### config.mk
export PLATFORM = sky130hd
export DESIGN_NAME = sigm_seq
export DESIGN_NICKNAME = d
export VERILOG_FILES = /design/src/rtl/sigm_seq.sv
export SDC_FILE = /design/constraint.sdc
export NUM_CORES = 2
export LEC_CHECK = 0
export BUFFER_PORTS_ARGS = -buffer_cell sky130_fd_sc_hd__buf_2
export CORE_MARGIN = 1.5
export CORE_UTILIZATION = 40
export CTS_CLUSTER_DIAMETER = 120
export CTS_CLUSTER_SIZE = 16
export DETAILED_ROUTE_END_ITERATION = 10
export PLACE_DENSITY = 0.54
export SYNTH_ARGS = -nofsm -noshare
export SYNTH_HDL_FRONTEND = slang
export SYNTH_SLANG_ARGS = --single-unit
### constraint.sdc
create_clock -name clk -period 23 [get_ports clk]
set_clock_uncertainty 0.1 [all_clocks]
set_input_delay 4.6 -clock clk [delete_from_list [all_inputs] [get_ports clk]]
set_output_delay 4.6 -clock clk [all_outputs]
set_load 0.02 [all_outputs]
### src/rtl/sigm_seq.sv
// ---------------------------------------------------------------------------
// sigm_seq -- sequencer for the piecewise-quadratic sigmoid.
//
// Accepts one Q8.24 operand per request, selects the polynomial segment for
// the external combinational coefficient selector (sigm_coef) and evaluates
//   p = c0 + |x| * (c1 + |x| * c2)
// in Horner form on a single shared multiplier. Negative inputs use the
// symmetry y = 1.0 - p.
//
// Ports:
//   clk       in   clock, rising edge
//   rst       in   asynchronous active-high reset
//   i_start   in   request strobe, only honoured in IDLE
//   i_x       in   operand (Q8.24), sampled on the accepting edge
//   o_sel     out  3-bit segment select to sigm_coef (registered)
//   i_coef0/1/2 in coefficients returned by sigm_coef for o_sel
//   o_busy    out  high while a request is in flight
//   o_valid   out  one-cycle result strobe
//   o_y       out  result (Q8.24), held until the next result
// ---------------------------------------------------------------------------
module sigm_seq #(
  parameter int WIDTH = 32,
  parameter int FRAC  = 24
) (
  input  logic             clk,
  input  logic             rst,
  input  logic             i_start,
  input  logic [WIDTH-1:0] i_x,
  output logic [2:0]       o_sel,
  input  logic [WIDTH-1:0] i_coef0,
  input  logic [WIDTH-1:0] i_coef1,
  input  logic [WIDTH-1:0] i_coef2,
  output logic             o_busy,
  output logic             o_valid,
  output logic [WIDTH-1:0] o_y
);

  localparam int IW = WIDTH - FRAC;

  localparam logic [WIDTH-1:0] MIN_NEG = {1'b1, {(WIDTH-1){1'b0}}};
  localparam logic [WIDTH-1:0] MAX_POS = {1'b0, {(WIDTH-1){1'b1}}};
  localparam logic [WIDTH-1:0] ONE     = {{(IW-1){1'b0}}, 1'b1, {FRAC{1'b0}}};

  typedef enum logic [1:0] {
    S_IDLE = 2'd0,
    S_H1   = 2'd1,
    S_H2   = 2'd2,
    S_FIN  = 2'd3
  } state_t;

  state_t r_state;
  state_t w_state_next;

  logic [WIDTH-1:0] r_a;
  logic [WIDTH-1:0] r_acc;
  logic             r_s;
  logic [2:0]       r_sel;
  logic             r_valid;
  logic [WIDTH-1:0] r_y;

  logic [WIDTH-1:0]          w_abs;
  logic [IW-1:0]             w_k;
  logic [2:0]                w_seg;
  logic [WIDTH-1:0]          w_mul_b;
  logic signed [2*WIDTH-1:0] w_pa;
  logic signed [2*WIDTH-1:0] w_pb;
  logic signed [2*WIDTH-1:0] w_prod;
  logic [WIDTH-1:0]          w_mul;
  logic [WIDTH-1:0]          w_sum;

  // Magnitude of the incoming operand; the most negative value has no
  // positive counterpart and saturates to the largest positive one.
  always_comb begin
    w_abs = i_x;
    if (i_x == MIN_NEG) begin
      w_abs = MAX_POS;
    end else if (i_x[WIDTH-1]) begin
      w_abs = -i_x;
    end
  end

  // Segment from the integer part of |x|: 0..3 map directly, 4 and 5 share
  // segment 4, everything from 6 upwards is the flat saturation segment.
  assign w_k = w_abs[WIDTH-1:FRAC];

  always_comb begin
    w_seg = 3'd5;
    if (w_k < IW'(4)) begin
      w_seg = w_k[2:0];
    end else if (w_k < IW'(6)) begin
      w_seg = 3'd4;
    end
  end

  // Shared multiplier: H1 multiplies by c2, H2 by the running accumulator.
  // Both operands are sign-extended so the full-width product is exact.
  assign w_mul_b = (r_state == S_H1) ? i_coef2 : r_acc;
  assign w_pa    = {{WIDTH{r_a[WIDTH-1]}}, r_a};
  assign w_pb    = {{WIDTH{w_mul_b[WIDTH-1]}}, w_mul_b};
  assign w_prod  = w_pa * w_pb;
  // Truncate (no rounding) back to Q8.24.
  assign w_mul   = WIDTH'(w_prod >>> FRAC);
  // Shared adder: c1 is added in H1, c0 in H2. Wraps on overflow.
  assign w_sum   = ((r_state == S_H1) ? i_coef1 : i_coef0) + w_mul;

  // Next-state logic.
  always_comb begin
    w_state_next = r_state;
    case (r_state)
      S_IDLE:  if (i_start) w_state_next = S_H1;
      S_H1:    w_state_next = S_H2;
      S_H2:    w_state_next = S_FIN;
      S_FIN:   w_state_next = S_IDLE;
      default: w_state_next = S_IDLE;
    endcase
  end

  always_ff @(posedge clk or posedge rst) begin
    if (rst) begin
      r_state <= S_IDLE;
    end else begin
      r_state <= w_state_next;
    end
  end

  // Datapath registers.
  always_ff @(posedge clk or posedge rst) begin
    if (rst) begin
      r_a     <= '0;
      r_acc   <= '0;
      r_s     <= 1'b0;
      r_sel   <= 3'd0;
      r_valid <= 1'b0;
      r_y     <= '0;
    end else begin
      r_valid <= 1'b0;
      case (r_state)
        S_IDLE: begin
          if (i_start) begin
            r_s   <= i_x[WIDTH-1];
            r_a   <= w_abs;
            r_sel <= w_seg;
          end
        end
        S_H1: begin
          r_acc <= w_sum;
        end
        S_H2: begin
          r_acc <= w_sum;
        end
        S_FIN: begin
          r_y     <= r_s ? (ONE - r_acc) : r_acc;
          r_valid <= 1'b1;
        end
        default: begin
          r_valid <= 1'b0;
        end
      endcase
    end
  end

  assign o_sel   = r_sel;
  assign o_busy  = (r_state != S_IDLE);
  assign o_valid = r_valid;
  assign o_y     = r_y;

endmodule

==> impl_metrics.toml <==
[critical_path]
crit_path_top_delay_cell = "nor4_1"
reg2reg_depth = 31
crit_required_ns = 23.15
crit_path_max_incr_delay_ns = 0.94
regToRegEndpoint = "r_acc[31]"
reg2reg_slack_ns = 10.18
cp-startpoint = "i_coef2[4]"
cp_max_fo = 32
worst_path_most_repeated_cell = "fa_1"
worst_setup_path_end_kind = "flip-flop"
r2r-start = "r_state[1]"
start_kind = "primary input"
worstSetupPathType = "primary input to flip-flop"
cp.arrival_ns = 15.60

[sta]
rsz0062_at_grt = "false"
finalHoldViolations = 0
fmax_mhz = 64.7
fin_crit_sh = 0.672
max_slew_margin = 0.231
period_needed_ns = 15.45
worst_slew_pin_slew_ns = 1.14
fin_setup_tns_ns = 0
setup_viol = 0
drv_slew = 0

[detailed_routing]
dr_wl_met3_um = 4380
wl_um = 117000
vias = 28500
wl_per_cell_um = 21.0
postRouteAntennaNets = 0
wl_met1_um = 47200
drtIter0Drc = 1616
wl_met2_um = 60900
drt_first_pass_iters = 5
top_layer = "met5"
vias_per_cell = 5.13
drcViolationCount = 0

[cells_and_area]
drive_gt1_frac = 0.0902
final_area_sq_um = 42200
syn_to_final_growth_pct = 6.31
fillCellCount = 9890
seqCellArea_sq_um = 2590
multi_input_area_sq_um = 32900
nets = 5574

[logic_synthesis]
yosysTopAreaCellShare = 0.496
synth_fp_nets = 5561
synth_top_family_by_area = "adder cells"
yosysTopAreaCell = "fa_1"
yosys_register_bits = 103
syn_avg_cell_area_sq_um = 9.36
synth_area_sq_um = 39700
synthSimpleGateAreaFrac = 0.160
synth_common_cells = "fa_1, inv_1, nand2_1"
ys_seq_area_frac = 0.0650
synth_xor_xnor_area_share = 0.0316
synthAdderAreaFrac = 0.562
syn_inst = 4238
synthMuxAreaShare = 0.0273
synth_flop_cell = "dfrtp_1"
yosysMostFrequentCell = "fa_1"
async_reset_ff_frac = 1.00
synth_edf_count = 0
yosysWarnings = 0
synth_area_leaders = "fa_1, inv_1, and2_1"
synth-compound-area-share = 0.0474
synthDistinctLibCells = 67

[cts]
cts_made_buffers = 9
ctsResizeCount = 0
cts_setup_buffers = 0
clk_latency_ns = 0.37
hold_buffers = 0
path_clk_slew_ns = 0.07
cts_root_buf = "clkbuf_16"
cts_tree = "done"
clockBufferDepth = 2
htreeDepth = 3
cts.sinks = 103

[die]
core_sq_um = 98300
dieArea_sq_um = 101000
die_w_um = 318
initial_utilization = 0.404
die_y_um = 318
ioPinCount = 168
rows = 115

[global_route]
gr-total-overflow = 0
grt_usage = 0.241
grt_pass1_wl_um = 186000
antenna_found_initial = 9
grt_pass1_vias = 31400
grt_max_degree = 68

[placement]
placed_cell_area_sq_um = 41800
port_buffers = 167
place_congestion = 0.891
post-dp-hpwl_um = 89500

[worst_hold_path]
hold_end = "r_a[11]"
min_path_cells = 2
hold_path_class = "flip-flop to flip-flop"
hold_path.startpoint = "r_a[11]"

[run_status]
outcome = "completed"

[job]
maxCapViolCount = 0
[flip-flops by register name (all words and copies together) (netlist names)]
signal and count:
r_state 2, o_valid 1, r_a 32, r_acc 32, o_sel 3, r_s 1
o_y 32
[logic make-up after synthesis]
family	count (synthesis)
XOR/XNOR	143
flip-flops	103
multiplexers	97
buffers and inverters	1123
AND/OR/NAND/NOR	1283
adder cells (fa/ha/maj)	1192
AO/OA/AOI/OAI	297
[critical path: cells and delay by family]
| kind | cells | cell delay, ns |
|---|---|---|
| xor+xnor | 3 | 0.39 |
| buf+inv | 3 | 0.47 |
| simple gates | 5 | 1.78 |
| mux | 2 | 0.84 |
| fa+ha+maj | 10 | 5.04 |
| compound gates | 6 | 2.46 |
[routing by layer]
layer  global-route usage  vias up
met4               0.0801        4
met5                    0        -
li1                     -    12500
met3               0.0190      198
met2                0.438      675
met1                0.302    15100
[layout make-up]
type                    instances  area share
well taps                    1287      0.0382
multi-input cells            3012       0.781
diodes                          6    0.000356
flip-flops and latches        103      0.0615
clock inverters                 5     0.00252
inverters                     899      0.0801
clock buffers                  11     0.00576
repair buffers                226      0.0303
[cells in the final DEF (no fill, tap or decap), drive strengths merged, types with 8 or more instances in the layout]
cell    synthesis  routed
and2          431     431
dfrtp         103     103
nor3           24      24
nor2          121     121
xnor2          98      98
a211oi         11      11
nand2b         14      14
o31ai          24      24
a21oi          92      92
o21ai          80      80
a21o           33      33
inv           899     899
nand2         549     549
o41ai           8       8
buf             8     226
mux2           89      89
clkbuf        216      11
ha            209     209
xor2           45      45
nor2b          68      68
nand3          17      17
or2            14      14
fa            983     983
mux2i           8       8
or3            14      14
[metrics by stage]
| step | worst slack [ns] | instances | util | hold WS, ns |
|---|---|---|---|---|
| 2_1_floorplan | 9.22 | 4238 | - | 0.423 |
| 5_1_grt | 7.05 | 5545 | 0.429 | 0.412 |
| 3_3_place_gp | 7.31 | 5527 | 0.425 | 0.365 |
| 6_report | 7.55 | 5549 | 0.429 | 0.383 |
| 3_5_place_dp | 7.30 | 5527 | 0.425 | 0.371 |
| 4_1_cts | 7.66 | 5543 | 0.429 | 0.387 |
[how the worst max path moves through the flow]
stage | slack [ns] | end | cells after the start
floorplan | 9.22 | r_acc[31] | 32
global placement | 7.31 | r_acc[31] | 29
detailed placement | 7.30 | r_acc[31] | 29
CTS | 7.66 | r_acc[31] | 29
global route | 7.05 | r_acc[31] | 31
finish | 7.55 | r_acc[31] | 29
Power is not shown: default switching activity piles up to over one toggle a cycle in this logic, so the estimate is an artifact.
